**config.mk**
```make
export PLATFORM = sky130hd
export DESIGN_NAME = readout_arbiter
export DESIGN_NICKNAME = d
export VERILOG_FILES = /design/src/rtl/readout_arbiter.sv
export SDC_FILE = /design/constraint.sdc
export NUM_CORES = 1
export LEC_CHECK = 0
export CORE_ASPECT_RATIO = 1.75
export CORE_UTILIZATION = 39
export CTS_CLUSTER_DIAMETER = 60
export CTS_CLUSTER_SIZE = 28
export DETAILED_ROUTE_END_ITERATION = 10
export MAX_ROUTING_LAYER = met4
export PLACE_DENSITY = 0.92
export SLEW_MARGIN = 15
export SYNTH_ARGS = -nofsm -noshare
export SYNTH_HDL_FRONTEND = slang
export SYNTH_SLANG_ARGS = --single-unit
```
**constraint.sdc**
```tcl
create_clock -name clk40 -period 3 [get_ports clk40]
set_input_delay 0.6 -clock clk40 [delete_from_list [all_inputs] [get_ports clk40]]
set_output_delay 0.6 -clock clk40 [all_outputs]
set_load 0.005 [all_outputs]
```
**src/rtl/readout_arbiter.sv**
```systemverilog
// Round-robin merger of four FWFT readout FIFOs into one 33-bit output stream.
// Each grant emits an optional timestamp header and up to MAX_BURST data words.

module readout_arbiter_lane #(
  parameter logic [1:0] ID = 2'd0
) (
  input  logic        en,
  input  logic        empty,
  input  logic [29:0] data,
  output logic        elig,
  output logic [32:0] dword
);
  assign elig  = en & ~empty;
  assign dword = {1'b0, ID, data};
endmodule

module readout_arbiter #(
  parameter int MAX_BURST = 4
) (
  input  logic        clk40,
  input  logic        reset_n,
  input  logic [3:0]  enableChannel,
  input  logic        noTimestamp,
  input  logic [3:0]  ch_empty,
  input  logic [31:0] ch1_data,
  input  logic [31:0] ch2_data,
  input  logic [31:0] ch3_data,
  input  logic [31:0] ch4_data,
  output logic [3:0]  ch_rd_en,
  input  logic        out_full,
  output logic        out_wr_en,
  output logic [32:0] out_din,
  output logic [3:0]  grant,
  output logic        busy
);
  localparam int NUM_LANES = 4;

  typedef enum logic [1:0] {IDLE, HDR, BURST} state_t;

  state_t                         state_q, state_d;
  logic [1:0]                     last_q, last_d;
  logic [1:0]                     gid_q, gid_d;
  logic [29:0]                    ts_q, ts_d;
  logic [7:0]                     bcnt_q, bcnt_d;

  logic [NUM_LANES-1:0][29:0]     ch_data;
  logic [NUM_LANES-1:0]           elig;
  logic [NUM_LANES-1:0][32:0]     dword;
  logic                           found;
  logic [1:0]                     pick;
  logic [8:0]                     bnext;
  logic                           unused_hi;

  // Only the low 30 bits of each FIFO head carry payload.
  assign ch_data   = {ch4_data[29:0], ch3_data[29:0], ch2_data[29:0], ch1_data[29:0]};
  assign unused_hi = ^{ch4_data[31:30], ch3_data[31:30], ch2_data[31:30], ch1_data[31:30]};

  genvar i;
  generate
    for (i = 0; i < NUM_LANES; i++) begin : g_lane
      readout_arbiter_lane #(.ID(2'(i))) u_lane (
        .en    (enableChannel[i]),
        .empty (ch_empty[i]),
        .data  (ch_data[i]),
        .elig  (elig[i]),
        .dword (dword[i])
      );
    end
  endgenerate

  // Search upward from the channel after the last grant; k=4 wraps to last itself.
  always_comb begin : p_search
    logic [1:0] idx;
    found = 1'b0;
    pick  = last_q;
    idx   = last_q;
    for (int k = 1; k <= NUM_LANES; k++) begin
      idx = last_q + 2'(k);
      if (!found && elig[idx]) begin
        found = 1'b1;
        pick  = idx;
      end
    end
  end

  assign bnext = {1'b0, bcnt_q} + 9'd1;

  always_comb begin
    state_d   = state_q;
    last_d    = last_q;
    gid_d     = gid_q;
    bcnt_d    = bcnt_q;
    ts_d      = ts_q + 30'd1;
    out_wr_en = 1'b0;
    ch_rd_en  = '0;
    out_din   = '0;
    case (state_q)
      IDLE: begin
        bcnt_d = '0;
        if (found) begin
          gid_d   = pick;
          last_d  = pick;
          state_d = noTimestamp ? BURST : HDR;
        end
      end
      HDR: begin
        if (!out_full) begin
          out_wr_en = 1'b1;
          out_din   = {1'b1, gid_q, ts_q};
          state_d   = BURST;
        end
      end
      BURST: begin
        // Loss of eligibility ends the grant even while the output is full.
        if (!elig[gid_q]) begin
          state_d = IDLE;
          bcnt_d  = '0;
        end else if (!out_full) begin
          out_wr_en = 1'b1;
          ch_rd_en  = 4'b0001 << gid_q;
          out_din   = dword[gid_q];
          if (bnext >= 9'(MAX_BURST)) begin
            state_d = IDLE;
            bcnt_d  = '0;
          end else begin
            bcnt_d  = bnext[7:0];
          end
        end
      end
      default: begin
        state_d = IDLE;
        bcnt_d  = '0;
      end
    endcase
  end

  always_ff @(posedge clk40 or negedge reset_n) begin
    if (!reset_n) begin
      state_q <= IDLE;
      last_q  <= 2'd3;
      gid_q   <= 2'd0;
      ts_q    <= '0;
      bcnt_q  <= '0;
    end else begin
      state_q <= state_d;
      last_q  <= last_d;
      gid_q   <= gid_d;
      ts_q    <= ts_d;
      bcnt_q  <= bcnt_d;
    end
  end

  assign busy  = (state_q != IDLE);
  assign grant = busy ? (4'b0001 << gid_q) : 4'b0000;

endmodule

```
After elaboration in Yosys (flattened, before gate mapping)
Index checks and enable logic that the tools add are counted.
- reduce and logical (&&, ||, !) cells: 11
- bitwise logic cells: 9
- eq/ne operators: 6
- add/sub/neg operators: 5
- order comparisons: 6
- muxes and demuxes: 42
- shift-type cells: 1
- operators by type and width (cell ; number):
    2-to-1 mux 33 bit ; 4
    binary-select mux 33 bit (select 2 bit) ; 1
    one-hot mux 33 bit (2 select lines) ; 1
    adder 30 x 1 -> 30 bit (second input constant) ; 1
    2-to-1 mux 8 bit ; 3
    2-to-1 mux 2 bit ; 10
    2-to-1 mux 4 bit ; 4
    one-hot mux 8 bit (2 select lines) ; 1
    < comparator 2 x 3 -> 1 bit (second input constant) ; 5
    2-to-1 mux 1 bit ; 11
    binary-select mux 1 bit (select 2 bit) ; 5
    adder 8 x 1 -> 9 bit (second input constant) ; 1
    greater-or-equal comparator 9 x 3 -> 1 bit (second input constant) ; 1
    inequality test 3 bit (second input constant) ; 2
    one-hot mux 2 bit (3 select lines) ; 1
    inverter 1 bit ; 5
    adder 2 bit (second input constant) ; 2
    AND 1 bit ; 4
    inequality test 2 bit (second input constant) ; 2
    AND reduction 2 bit ; 2
    AND reduction 4 bit ; 1
    << shifter 1 x 2 -> 4 bit (first input constant) ; 1
    logical AND 1 bit ; 3
    logical NOT 1 bit ; 3
    other kinds (6) ; 6
- flip-flop bits (word level): 44
- output and inout bits: 43

Depth between registers and ports, before layout
Gate-level depths: netlist of the first run.
- depth after elaboration: 16
- gate-level depth with buffers: 7

Cells and area by module
From an unflattened synthesis of the first run, not the netlist that was laid out.
- cell total of the unflattened synthesis: 475
- area, all modules: 4538.1 um^2
- by module, submodules not included (module ; seq. area each (um^2) ; cells an instance ; area each (um^2) ; instances):
    readout_arbiter ; 1103.6 ; 332 ; 3465.8 ; 1
    readout_arbiter_lane at g_lane[1].u_lane ... ; 0.0 ; 36 ; 269.0 ; 3
    readout_arbiter_lane at g_lane[0].u_lane ; 0.0 ; 35 ; 265.3 ; 1

Worst setup path after synthesis of the first run
No wires, ideal clock.
- path kind: input-to-output
- start: in enableChannel[0]
- end: out out_din[30]
- data required time: 2.400 ns
- data arrival time: 1.902 ns
- buffers on the path: 1
- stages on the path: 7
- path slack: 0.498 ns
- path through: nor2b_1 clkbuf_2 mux2_2 o2111ai_2 nor3b_2 or2_1 and2_1
- longest elaborated chain between the ends: 5
- RTL lines (what ; line ; text):
    start, declared ; 22 ; input logic [3:0] enableChannel,
    AND 1 bit ; 13 ; assign elig = en & ~empty;
    binary-select mux 1 bit (select 2 bit) ; 115 ; if (!elig[gid_q]) begin
    2-to-1 mux 1 bit (implied by the code) ; 115 ;
    2-to-1 mux 33 bit ; 115 ;
    one-hot mux 33 bit (2 select lines) ; 97 ; case (state_q)
    end, declared ; 32 ; output logic [32:0] out_din,
No other way between the ends. The select of a mux whose other input is x is not followed.

Worst setup path in the final report of the first run
- start: in ch_empty[2]
- end: out out_din[0]
- longest elaborated chain between the ends: 6
- RTL lines (what ; line ; text):
    start, declared ; 24 ; input logic [3:0] ch_empty,
    inverter 1 bit ; 13 ;
    AND 1 bit ; 13 ;
    binary-select mux 1 bit (select 2 bit) ; 115 ;
    2-to-1 mux 1 bit (implied by the code) ; 115 ;
    2-to-1 mux 33 bit ; 115 ;
    one-hot mux 33 bit (2 select lines) ; 97 ;
No other way between the ends. The select of a mux whose other input is x is not followed.

==> flow_summary.json, run 1 <==
{
  "synth_area_leaders": "dfrtp_1 32%, mux4_2 21%, a22o_1 8.0%",
  "syn_nets": 444,
  "netlist.area_leader.share_pct": 31.93,
  "drc": 0,
  "power_density_nw_per_um2": 538.3,
  "path_class": "primary input to output pin",
  "cp-startpoint": "ch_empty[2]",
  "status": "completed",
  "clock_path_buffers": 2,
  "final_cell_mix": "133 x clkdlybuf4s50_1, 40 x dfrtp_1, 30 x mux4_2, 30 x a22o_1, 24 x buf_2",
  "fin_crit_ns": 2.932,
  "wire_per_inst_um": 19.60,
  "rows": 44,
  "viasPerCell": 5.720,
  "period_share_pct": 97.72,
  "fin_skew_ns": 0.01291,
  "first_iter_violations": 187,
  "report.final.slew_viol_count": 0,
  "firstDrtPassIters": 4,
  "routed_wl_mm": 11.21,
  "via_count": 3272,
  "startpoint_type": "primary input",
  "grt_antenna_before_repair": 0,
  "antenna_cells": 0,
  "drive_above_1_share_pct": 22.92,
  "hpwl_mm": 8.380,
  "rr_worst_depth": 7,
  "nets": 624,
  "worstPathMaxFanout": 8,
  "cp.required_ns": 2.40,
  "cts.sinks": 44,
  "num-fill-cells": 639,
  "synth-seq-cells": 44,
  "synth-async-reset-ratio_pct": 100.0,
  "critical_path_arrival_ns": 2.33,
  "core-area_um2": 8258,
  "final-seq-area_um2": 1106,
  "drt.antenna.violating_nets": 0,
  "synth-edff-count": 0,
  "finalHoldViolCount": 0,
  "final_common_cell": "clkdlybuf4s50_1",
  "gp_congestion": 0.8394,
  "synth_area_um2": 3292,
  "clk_pin_slew_ns": 0.07,
  "port_buffers": 174,
  "post-route-util_pct": 64.58,
  "root_buffer": "clkbuf_16",
  "cts_buffers": 5,
  "multi_input_area_um2": 2100,
  "synth_cell_type_count": 50,
  "overflow": 0,
  "yosysTopAreaCell": "dfrtp_1",
  "p_total_w": 0.002871,
  "grt_pass1_vias": 3613,
  "die_width_um": 71.45,
  "grt_pass1_wl_mm": 17.24,
  "cts.htree.levels": 2,
  "rr_startpoint": "state_q[1]$_DFFE_PN0P_",
  "setup_violations": 0,
  "drv_cap": 0,
  "timing.fmax_mhz": 341.1,
  "dieArea_um2": 8827,
  "ys.flop_type": "dfrtp_1",
  "p_leak_nw": 2.309,
  "grt_usage_pct": 26.24,
  "initial_core_util_pct": 39.86,
  "clk_latency_ns": 0.29,
  "hp-class": "primary input to async pin",
  "hold_buffers": 0,
  "grt_max_degree": 45,
  "crit_path_end_kind": "output pin",
  "die_h_um": 123.5,
  "ys_seq_area_share_pct": 33.52,
  "ioPinCount": 183,
  "irDropWorstVdd_uv": 457.3,
  "syn2layout_area_growth_pct": 61.99,
  "slew_headroom_pct": 35.45,
  "syn_avg_cell_area_um2": 11.01,
  "netlist_instances": 299,
  "cts_tree": "built",
  "yosys_warnings": 0,
  "worst_pin_slew_ns": 0.9683
}
## layer usage
layer  vias up  track usage [%]  wire (um)
met2       151            47.50       6121
met1      1595            26.43       3880
met5         -                -          0
met4         0            13.60        443
met3        36            5.216        769
li1       1490                -          -
## kinds of logic (layout without fill, tap and decap cells)
| logic type | Yosys count | after routing | share of synthesized area [%] |
|---|---|---|---|
| flip-flops | 44 | 44 | 33.52 |
| multiplexers | 35 | 35 | 22.12 |
| XOR/XNOR | 30 | 30 | 7.982 |
| buffers and inverters | 29 | 210 | 3.801 |
| adder cells (fa/ha/maj) | 5 | 5 | 1.900 |
| AND/OR/NAND/NOR | 100 | 100 | 16.72 |
| AO/OA/AOI/OAI | 56 | 56 | 13.95 |
## critical path, stage by stage
cell             delay [ns]
clkdlybuf4s50_1        0.40
nand2b_1               0.16
nand2b_1               0.15
o2111ai_4              0.17
nor3b_4                0.28
buf_6                  0.16
buf_12                 0.13
a22o_1                 0.16
buf_2                  0.12
## power breakdown
part / switching (W) / leakage (nW) / total (W) / internal (W)
Clock: 0.000243 / 0.0804 / 0.000639 / 0.000396
Sequential: 0.0000609 / 0.585 / 0.000713 / 0.000652
Combinational: 0.000670 / 1.64 / 0.00152 / 0.000848
Total: 0.000974 / 2.31 / 0.00287 / 0.00190
## metrics by stage
stage,setup TNS [ns],worst slack [ns],hold slack (ns),std cells,area (um2)
floorplan,0,0.4985,0.3044,299,3292
global placement,-9.666,-0.3375,0.4638,559,5191
detailed placement,-11.52,-0.4087,0.4724,559,5191
CTS,-0.1053,-0.05278,0.4831,571,5354
global route,-0.0004730,-0.0004730,0.5143,572,5333
finish,0,0.06841,0.4663,572,5333
## final timing paths
kind	to	slack [ns]
min reg2reg	ts_q[29]$_DFF_PN0_	0.48
max reg2reg	state_q[1]$_DFFE_PN0P_	1.02
max	out_din[0]	0.07
max in group asynchronous	gid_q[0]$_DFFE_PN0P_	1.87
min in group clk40	ts_q[29]$_DFF_PN0_	0.48
min	ts_q[11]$_DFF_PN0_	0.47
## sequential cells by signal, summed over array words and instances (netlist names)
| signal | flops |
|---|---|
| ts_q | 30 |
| last_q | 2 |
| state_q | 2 |
| gid_q | 2 |
| bcnt_q | 8 |
## what timing repair did
action,in CTS,in global routing
resized for setup,125,12
setup buffers,2,0
endpoints found under the setup margin,37,34
gates cloned,2,1
pin swaps,7,3
## Yosys cell counts (all sizes together) (9+ instances only)
cell and instances:
dfrtp 42, a22o 30, mux4 30, xnor2 18, nand3 17, nor2 17
nand2 15, xor2 12, clkbuf 11, nor3 10, buf 9, inv 9
nand2b 9, nor2b 9
## final cells by class
class                   count  area share (%)
repair buffers            193           33.88
well taps                  92           2.159
multi-input cells         226           39.37
clock inverters             3          0.8681
inverters                   9          0.6335
clock buffers               5           2.346
flip-flops and latches     44           20.74
Power figures use the tool's default switching activity.
==> inputs of run 2 (changes only) <==
Settings changed: ABC_AREA set to 1, CORE_MARGIN set to 2, CORE_UTILIZATION 39 to 41, SETUP_SLACK_MARGIN set to 0.4.
==> flow_summary.json, run 2 <==
{
  "grt_pass1_wl_mm": 24.16,
  "clk_latency_ns": 0.29,
  "synth-edff-count": 0,
  "cts_tree": "built",
  "clock_path_buffers": 2,
  "overflow": 0,
  "worst_pin_slew_ns": 0.9883,
  "netlist.area_leader.share_pct": 28.28,
  "grt_usage_pct": 31.51,
  "p_leak_nw": 2.930,
  "yosysMostFrequentCell": "nand2_1",
  "status": "completed",
  "grt_pass1_vias": 5063,
  "synth-async-reset-ratio_pct": 100.0,
  "largest_reg_flops": 30,
  "setup_violations": 0,
  "final_cell_mix": "130 x nand2_1, 127 x clkdlybuf4s50_1, 59 x inv_1",
  "rsz0062_at_grt": "yes",
  "cp.required_ns": 2.40,
  "regMostFlops": "ts_q",
  "dp_cells": 836,
  "crit_path_end_kind": "output pin",
  "clk_pin_slew_ns": 0.07,
  "slew_headroom_pct": 34.11,
  "cts_buffers": 5,
  "die_width_um": 75.97,
  "finalHoldViolCount": 0,
  "rr_worst_depth": 20,
  "p_comb_share_pct": 62.9,
  "pwr-share-clk_pct": 17.0,
  "antenna_cells": 0,
  "startpoint_type": "flip-flop",
  "ioPinCount": 183,
  "rows": 46,
  "grt_antenna_before_repair": 0,
  "fin_crit_ns": 2.695,
  "syn_nets": 688,
  "synth_cell_type_count": 34,
  "viasPerCell": 5.746,
  "post-route-util_pct": 69.27,
  "wire_per_inst_um": 18.50,
  "ys_top_cells_by_count": "152 x nand2_1, 63 x inv_1, 49 x a22oi_1",
  "cp-startpoint": "state_q[0]$_DFFE_PN0P_",
  "via_count": 5097,
  "cts.sinks": 44,
  "cpPeakStageDelay_ns": 0.42,
  "p_sw_w": 0.001720,
  "firstDrtPassIters": 5,
  "gp_congestion": 0.9538,
  "yosys_warnings": 0,
  "path_class": "flip-flop to output pin",
  "dieArea_um2": 9871,
  "final_area_um2": 6180,
  "critPathTopFamily": "buffers and inverters",
  "syn_avg_cell_area_um2": 6.844,
  "drv_cap": 0,
  "critical_path_arrival_ns": 2.09,
  "drive_above_1_share_pct": 24.38,
  "pwr-share-seq_pct": 20.1,
  "switching_share_pct": 46.35,
  "report.final.slew_viol_count": 0,
  "synth-seq-cells": 44,
  "p_int_w": 0.001991,
  "crit_path_cell_trace": "inv_2 > ha_2 > o21ai_4 > nor2_4 > nand2_4 > nor2_4 > buf_6 > buf_6 > buf_6 > nand2_1 > o21ai_1 > buf_2",
  "final-instance-count-excl-fill": 887,
  "hpwl_mm": 11.09,
  "power_density_nw_per_um2": 600.6,
  "cp_slowest_cell": "dfrtp_1",
  "nets": 911,
  "first_iter_violations": 395,
  "port_buffers": 174,
  "cp_common_cell": "buf_6",
  "syn2layout_area_growth_pct": 66.30,
  "worstPathMaxFanout": 5,
  "worst-r2r-setup-slack_ns": 0.41,
  "largest_registers": "ts_q (30), bcnt_q (8)",
  "routed_wl_mm": 16.41,
  "timing.fmax_mhz": 371.1,
  "rr_startpoint": "gid_q[1]$_DFFE_PN0P_",
  "ys.flop_type": "dfrtp_1",
  "root_buffer": "clkbuf_16",
  "path_buf_inv": 5,
  "final_common_cell": "nand2_1",
  "period_share_pct": 89.82,
  "irDropWorstVdd_uv": 342.3,
  "netlist_instances": 543,
  "synth_area_leaders": "dfrtp_1 28%, nand2_1 15%, a22oi_1 9.9%",
  "drc": 0,
  "path_depth": 12,
  "grt_max_degree": 45,
  "placed_area_um2": 5658,
  "fin_skew_ns": 0.008768,
  "hp-class": "primary input to async pin",
  "core-area_um2": 8921,
  "synth_area_um2": 3716,
  "yosysTopAreaCell": "dfrtp_1",
  "drt.antenna.violating_nets": 0,
  "cts.htree.levels": 2,
  "initial_core_util_pct": 41.65,
  "die_h_um": 129.9,
  "ys_seq_area_share_pct": 29.70
}
## run 2: cell types whose count changed after synthesis, sizes merged, moves of 9 or more
cell,change
a22o,-26
a22oi,+48
inv,+59
mux4,-30
nand2,+144
nand2b,-9
nand3,+33
nor2,+30
nor2b,-9
o21ai,+25
xnor2,-17
xor2,+15
## run 2: logic make-up (layout without fill, tap and decap cells)
| group | Yosys count | in the layout | share of synthesized area (%) |
|---|---|---|---|
| AOI/OAI and AO/OA | 92 | 92 | 16.26 |
| xor gates and xnor gates | 28 | 28 | 6.599 |
| adders and majority gates | 5 | 5 | 1.684 |
| buffers and inverters | 87 | 311 | 9.562 |
| DFF | 44 | 44 | 29.70 |
| and+or+nand+nor | 287 | 287 | 36.20 |
## run 2: worst paths after layout
| check | endpoint |
|---|---|
| max in group asynchronous | gid_q[0]$_DFFE_PN0P_ |
| worst max register to register | state_q[1]$_DFFE_PN0P_ |
| worst min register to register | ts_q[29]$_DFF_PN0_ |
| min in group clk40 | ts_q[29]$_DFF_PN0_ |
| worst min-delay path | ts_q[29]$_DFF_PN0_ |
| worst max-delay path | out_din[14] |
## run 2: per-layer routing
| layer | share of wire [%] | vias to the layer above | global-route usage [%] |
|---|---|---|---|
| met2 | 53 | 323 | 59.56 |
| met1 | 34 | 2418 | 31.21 |
| met3 | 6.3 | 108 | 3.458 |
| met5 | 0 | - | - |
| li1 | - | 2248 | - |
| met4 | 6.6 | 0 | 18.50 |
## run 2: power by group through the flow
| stage | registers, W | logic, W | clock network [W] |
|---|---|---|---|
| after detailed placement | 0.000729 | 0.00190 | 0 |
| final | 0.000744 | 0.00234 | 0.000632 |
| after floorplan | 0.000696 | 0.00115 | 0 |
| after global routing | 0.000748 | 0.00250 | 0.000657 |
| after global placement | 0.000725 | 0.00184 | 0 |
| after CTS | 0.000725 | 0.00203 | 0.000623 |
## run 2: through the flow
step / TNS, ns / total power [W] / setup slack [ns] / hold slack [ns]
after floorplan: 0 / 0.001849 / 0.8003 / 0.3044
after global placement: -5.899 / 0.002562 / -0.2433 / 0.4660
after detailed placement: -8.208 / 0.002626 / -0.3463 / 0.4713
after CTS: 0 / 0.003380 / 0.3627 / 0.4794
after global routing: 0 / 0.003900 / 0.2246 / 0.4944
final: 0 / 0.003712 / 0.3054 / 0.4693
## run 2: layout make-up
cell class | count | area (um2)
clock buffer | 6 | 128.9
inverter | 68 | 257.7
multi-input combinational | 412 | 2419
timing repair buffer | 235 | 2083
sequential | 44 | 1106
fill | 686 | 2741
tap | 120 | 150.1
clock inverter | 2 | 35.03
## run 2: timing repair
action                     4_1_cts  5_1_grt
pin swaps                       10       20
gates cloned                     3        0
setup endpoints to repair       38       43
resized for setup              181       55
hold buffers                     0        0
buffers inserted                34        6
